## src/rtl/riscv_mc_ctrl.sv

```systemverilog
// Multi-cycle sequencing controller for the RV32I core: walks one instruction at a time
// through fetch, decode, execute, memory and write-back, driving every datapath strobe.
module riscv_mc_ctrl #(
  parameter bit RESET_RUN = 1'b1
) (
  input  logic        i_clk,
  input  logic        i_rst,
  input  logic        i_run,
  input  logic [6:0]  i_opcode,
  input  logic [4:0]  i_dst_reg_addr,
  input  logic        i_br_taken,
  input  logic        i_imem_ack,
  input  logic        i_dmem_ack,
  output logic        o_imem_req,
  output logic        o_ir_we,
  output logic        o_dmem_req,
  output logic        o_dmem_we,
  output logic        o_mdr_we,
  output logic        o_rf_we,
  output logic [1:0]  o_wb_sel,
  output logic        o_pc_we,
  output logic [1:0]  o_pc_sel,
  output logic [2:0]  o_state,
  output logic        o_illegal,
  output logic [31:0] o_instret
);

  localparam logic [6:0] OP_LUI    = 7'b0110111;
  localparam logic [6:0] OP_AUIPC  = 7'b0010111;
  localparam logic [6:0] OP_JAL    = 7'b1101111;
  localparam logic [6:0] OP_JALR   = 7'b1100111;
  localparam logic [6:0] OP_BRANCH = 7'b1100011;
  localparam logic [6:0] OP_LOAD   = 7'b0000011;
  localparam logic [6:0] OP_STORE  = 7'b0100011;
  localparam logic [6:0] OP_ALUI   = 7'b0010011;
  localparam logic [6:0] OP_ALUR   = 7'b0110011;

  typedef enum logic [2:0] {
    S_FETCH  = 3'd0,
    S_DECODE = 3'd1,
    S_EXEC   = 3'd2,
    S_MEM    = 3'd3,
    S_WB     = 3'd4,
    S_TRAP   = 3'd5
  } state_t;

  state_t      state, next_state;
  logic [6:0]  op_q;
  logic [4:0]  rd_q;
  logic        req_pend;
  logic        illegal_q;
  logic [31:0] instret_q;
  logic        retire;
  logic        fetch_go;
  logic        opcode_legal;

  logic is_load, is_store, is_branch, is_jal, is_jalr;
  assign is_load   = (op_q == OP_LOAD);
  assign is_store  = (op_q == OP_STORE);
  assign is_branch = (op_q == OP_BRANCH);
  assign is_jal    = (op_q == OP_JAL);
  assign is_jalr   = (op_q == OP_JALR);

  always_comb begin
    case (i_opcode)
      OP_LUI, OP_AUIPC, OP_JAL, OP_JALR, OP_BRANCH,
      OP_LOAD, OP_STORE, OP_ALUI, OP_ALUR: opcode_legal = 1'b1;
      default:                             opcode_legal = 1'b0;
    endcase
  end

  // Once a fetch request is up it stays up until acked, regardless of i_run.
  // Reset gating makes the request drop the moment reset asserts.
  assign fetch_go = (i_run || req_pend) && !i_rst;

  // NOTE: every output and next_state gets a default before the case, so no
  // path through this block can leave a value unassigned and infer a latch.
  always_comb begin
    next_state = state;
    o_imem_req = 1'b0;
    o_ir_we    = 1'b0;
    o_dmem_req = 1'b0;
    o_dmem_we  = 1'b0;
    o_mdr_we   = 1'b0;
    o_rf_we    = 1'b0;
    o_wb_sel   = 2'd0;
    o_pc_we    = 1'b0;
    o_pc_sel   = 2'd0;
    retire     = 1'b0;
    case (state)
      S_FETCH: begin
        if (fetch_go) begin
          o_imem_req = 1'b1;
          if (i_imem_ack) begin
            o_ir_we    = 1'b1;
            next_state = S_DECODE;
          end
        end
      end
      S_DECODE: next_state = opcode_legal ? S_EXEC : S_TRAP;
      S_EXEC: begin
        if (is_load || is_store) begin
          next_state = S_MEM;
        end else if (is_branch) begin
          o_pc_we    = 1'b1;
          o_pc_sel   = i_br_taken ? 2'd1 : 2'd0;
          retire     = 1'b1;
          next_state = S_FETCH;
        end else begin
          next_state = S_WB;
        end
      end
      S_MEM: begin
        o_dmem_req = 1'b1;
        o_dmem_we  = is_store;
        if (i_dmem_ack) begin
          if (is_store) begin
            o_pc_we    = 1'b1;
            retire     = 1'b1;
            next_state = S_FETCH;
          end else begin
            o_mdr_we   = 1'b1;
            next_state = S_WB;
          end
        end
      end
      S_WB: begin
        o_rf_we    = (rd_q != 5'd0);
        o_wb_sel   = is_load ? 2'd1 : ((is_jal || is_jalr) ? 2'd2 : 2'd0);
        o_pc_we    = 1'b1;
        o_pc_sel   = is_jal ? 2'd1 : (is_jalr ? 2'd2 : 2'd0);
        retire     = 1'b1;
        next_state = S_FETCH;
      end
      S_TRAP:  next_state = S_TRAP;
      default: next_state = S_FETCH;
    endcase
  end

  // NOTE: sequential state uses non-blocking assignments so every register
  // samples pre-edge values, independent of statement order.
  always_ff @(posedge i_clk or posedge i_rst) begin
    if (i_rst) begin
      state     <= S_FETCH;
      op_q      <= 7'd0;
      rd_q      <= 5'd0;
      req_pend  <= RESET_RUN;
      illegal_q <= 1'b0;
      instret_q <= 32'd0;
    end else begin
      state <= next_state;
      if (state == S_DECODE) begin
        op_q <= i_opcode;
        rd_q <= i_dst_reg_addr;
      end
      if (state == S_FETCH) req_pend <= o_imem_req && !i_imem_ack;
      if (next_state == S_TRAP) illegal_q <= 1'b1;
      if (retire) instret_q <= instret_q + 32'd1;
    end
  end

  assign o_state   = state;
  assign o_illegal = illegal_q;
  assign o_instret = instret_q;

endmodule

```

## config.mk

```make
export PLATFORM = sky130hd
export DESIGN_NAME = riscv_mc_ctrl
export DESIGN_NICKNAME = d
export VERILOG_FILES = /design/src/rtl/riscv_mc_ctrl.sv
export SDC_FILE = /design/constraint.sdc
export NUM_CORES = 1
export LEC_CHECK = 0
export ABC_AREA = 0
export CORE_MARGIN = 2
export CORE_UTILIZATION = 45
export CTS_BUF_LIST = sky130_fd_sc_hd__clkbuf_4 sky130_fd_sc_hd__clkbuf_8
export DETAILED_ROUTE_END_ITERATION = 7
export PLACE_DENSITY = 0.77
export SYNTH_ARGS = -nofsm -noshare
export SYNTH_HDL_FRONTEND = slang
export SYNTH_SLANG_ARGS = --single-unit
```

## constraint.sdc

```tcl
create_clock -name i_clk -period 2.45 [get_ports i_clk]
set_input_delay 0.49 -clock i_clk [delete_from_list [all_inputs] [get_ports i_clk]]
set_output_delay 0.49 -clock i_clk [all_outputs]
set_load 0.005 [all_outputs]
```

==> results of run 1 <==
==> where the power goes <==
group          switching, mW  internal, mW
registers              0.167         0.995
logic                  0.432         0.578
clock network          0.255         0.223
==> worst paths after layout <==
| path | startpoint | to | cells past startpoint |
|---|---|---|---|
| max in group asynchronous | i_rst | o_instret[14]$_DFFE_PP0P_ | 3 |
| worst max register to register | o_state[2]$_DFF_PP0_ | o_instret[19]$_DFFE_PP0P_ | 7 |
| worst min register to register | o_instret[31]$_DFFE_PP0P_ | o_instret[31]$_DFFE_PP0P_ | 1 |
| worst min-delay path | o_instret[31]$_DFFE_PP0P_ | o_instret[31]$_DFFE_PP0P_ | 1 |
| min in group asynchronous | i_rst | o_illegal$_DFFE_PP0N_ | 2 |
| worst max-delay path | o_state[1]$_DFF_PP0_ | o_ir_we | 5 |
==> cells in the mapped netlist (all sizes together) (4+ instances only) <==
library cell,n,area share
nand4,5,0.013
mux2,11,0.052
xor2,24,0.088
nor3,19,0.048
xnor2,7,0.026
nand3,9,0.019
nor2,16,0.025
inv,13,0.020
nand2,22,0.035
a21oi,4,0.0084
nor4,4,0.010
dfrtp,48,0.50
o21ai,6,0.014
==> kinds of logic after synthesis <==
kind of cell               after synthesis  share of synthesized area
DFF                                     49                      0.514
and+or+nand+nor                         96                      0.221
AOI/OAI and AO/OA                       17                     0.0587
adders and majority gates                1                    0.00524
xor gates and xnor gates                31                      0.114
muxes                                   12                     0.0561
buffers and inverters                   17                     0.0304
==> flip-flops by register name (all words and copies together), names as in the netlist <==
name,flops
o_instret,32
op_q,7
req_pend,1
o_state,3
o_illegal,1
rd_q,5
==> final cells by class <==
type                            instances  share of cell area
Clock inverter                          1             0.00219
Sequential cell                        49               0.359
Clock buffer                            6              0.0241
Tap cell                               70              0.0256
Timing Repair Buffer                   91               0.246
Multi-Input combinational cell        157               0.330
Inverter                               13              0.0142
==> per-layer routing <==
metal	GRT usage	vias up	share of wire
met1	0.251	1008	0.44
met4	0.0545	0	0.0073
met5	0	-	0
li1	-	959	-
met2	0.341	29	0.53
met3	0.0353	2	0.025
==> stage by stage <==
step           total power [mW]  hold WS [ps]  area (sq um)
4_1_cts                    2.62           477          3390
3_3_place_gp               2.05           463          3210
3_5_place_dp               2.08           465          3210
6_report                   2.65           473          3420
5_1_grt                    2.82           500          3420
2_1_floorplan              1.65           457          2390
==> critical path, cell delays in order (launching register included) <==
cell and delay, ps:
dfrtp_1 420, or3_4 390, nor3_4 140, nand2_1 100, inv_1 70, clkdlybuf4s50_1 490
==> what timing repair did <==
action,in CTS,in global routing
setup buffers,10,1
pin swaps,5,3
gates resized for setup,11,9
setup endpoints to repair,9,6
==> impl_results.md, run 1 <==
- Sequential cell area fraction in the yosys report: 0.514
- Worst Hold Class: flip-flop to flip-flop
- Final min period: around 2400 ps
- WS Path Type: flip-flop to output pin
- Die Y: between 70 and 80 um
- Total Routed Length: 5470 um
- Worst setup margin: 71.2 ps
- Ports: 65
- Setup crit start kind: flip-flop
- Cells after synthesis: 223
- Layout fillers: roughly 420
- Worst slew margin: 0.573
- Row cnt: 26
- Ys async rst share: 1.00
- Final Setup Violations: 0
- Worst-margin pin slew: 640 ps
- Post-synthesis register bit count: 49
- Synth Net Count: 242
- CTS Buf Count: 5
- Fin Setup TNS: 0 ps
- EDFF count, synth: 0
- Worst skew pair latency: slightly below 300 ps
- Yosys warns: 0
- RePlAce Congestion: 0.886
- Starting density of the core: 0.467
- H-tree Lvls: 2
- DRC violations left: 0
- Worst Path Arrival: 1890 ps
- Detailed Routing Iterations Pass 1: 4
- Commonest non-fill, non-tap cell in the layout: clkdlybuf4s50_1
- Final Non-Filler Cells: 387
- Hold violation total from the final report: 0
- R2R Setup Slk: approximately 110 ps
- Unique masters post-synth: 44
- Final period utilization: 0.971
- Hold_buf cts: 0
- Maximum root-to-sink buffer count: 2
- Area growth, synth to finish: 43.5%
- Final core utilization: 0.671
- Final Skew: around 6.8 ps
- Maximum fanout along the worst path: 3
- Largest net degree at the start of global routing: 20
- GRT Util Overall: 0.196
- DR vias/cell: 5.16
- Number of diodes: 0
- Crit. End Element: output pin
- Die Area: 5900 sq um
- Syn_area_per_cell: 10.7 sq um
- Total core area: 5110 sq um
- PD cells: 774 nW/um^2
- Max-Cap Viols: 0
- 1st-iter DRT viols: 109
- Clk sinks: 49
- Antenna Nets Post-Route: 0
- WL/cell: 14.1 um
- First-pass GRT wire length: 9340 um
- CTS tree: yes
- Hpwl dp: just over 4000 um
- Initial antenna violation count: 0
- Placed cell count: 369
- P_leak: about 1.6 nW
- Root Driver: clkbuf_8
- Vias in the first global route: 1997
- Netlist Area Pre-Place: around 2400 sq um
- Fmax: ~0.42 GHz
- Commonest non-fill, non-tap cells in the layout: 58 x clkdlybuf4s50_1, 47 x dfrtp_1, 27 x buf_4, 24 x xor2_1, 22 x nand2_1
- Die width: between 70 and 80 um
- CTS clk-pin slew, worst paths: 90 ps
- Outcome: complete, no violations
- Final nets: 336
- I/O Buffers: 64
- Fraction of layout cells with a size suffix above 1: 0.218
- Slew Viols, Final: 0
- Top FF cell, synth: dfrtp_1
- Maximum vdd drop: 412 uV
- Global route overflow: 0
- Sequential cell area: 1230 sq um
- Pre-CTS worst setup slack: -6.25 ps
- Multi-input gate area: around 1100 sq um
- Vias: 1998
- CP required: between 1500 and 2000 ps
Note: power is estimated with default switching activity, not from simulation.
==> run 2, diff against run 1 <==
--- a/config.mk
+++ b/config.mk
@@ -9,6 +9,7 @@
 export CORE_MARGIN = 2
 export CORE_UTILIZATION = 45
 export CTS_BUF_LIST = sky130_fd_sc_hd__clkbuf_4 sky130_fd_sc_hd__clkbuf_8
+export CTS_CLUSTER_DIAMETER = 40
 export DETAILED_ROUTE_END_ITERATION = 7
 export PLACE_DENSITY = 0.77
 export SYNTH_ARGS = -nofsm -noshare
==> results of run 2 <==
No change in the layout: final DEF, timing and power equal those of run 1.
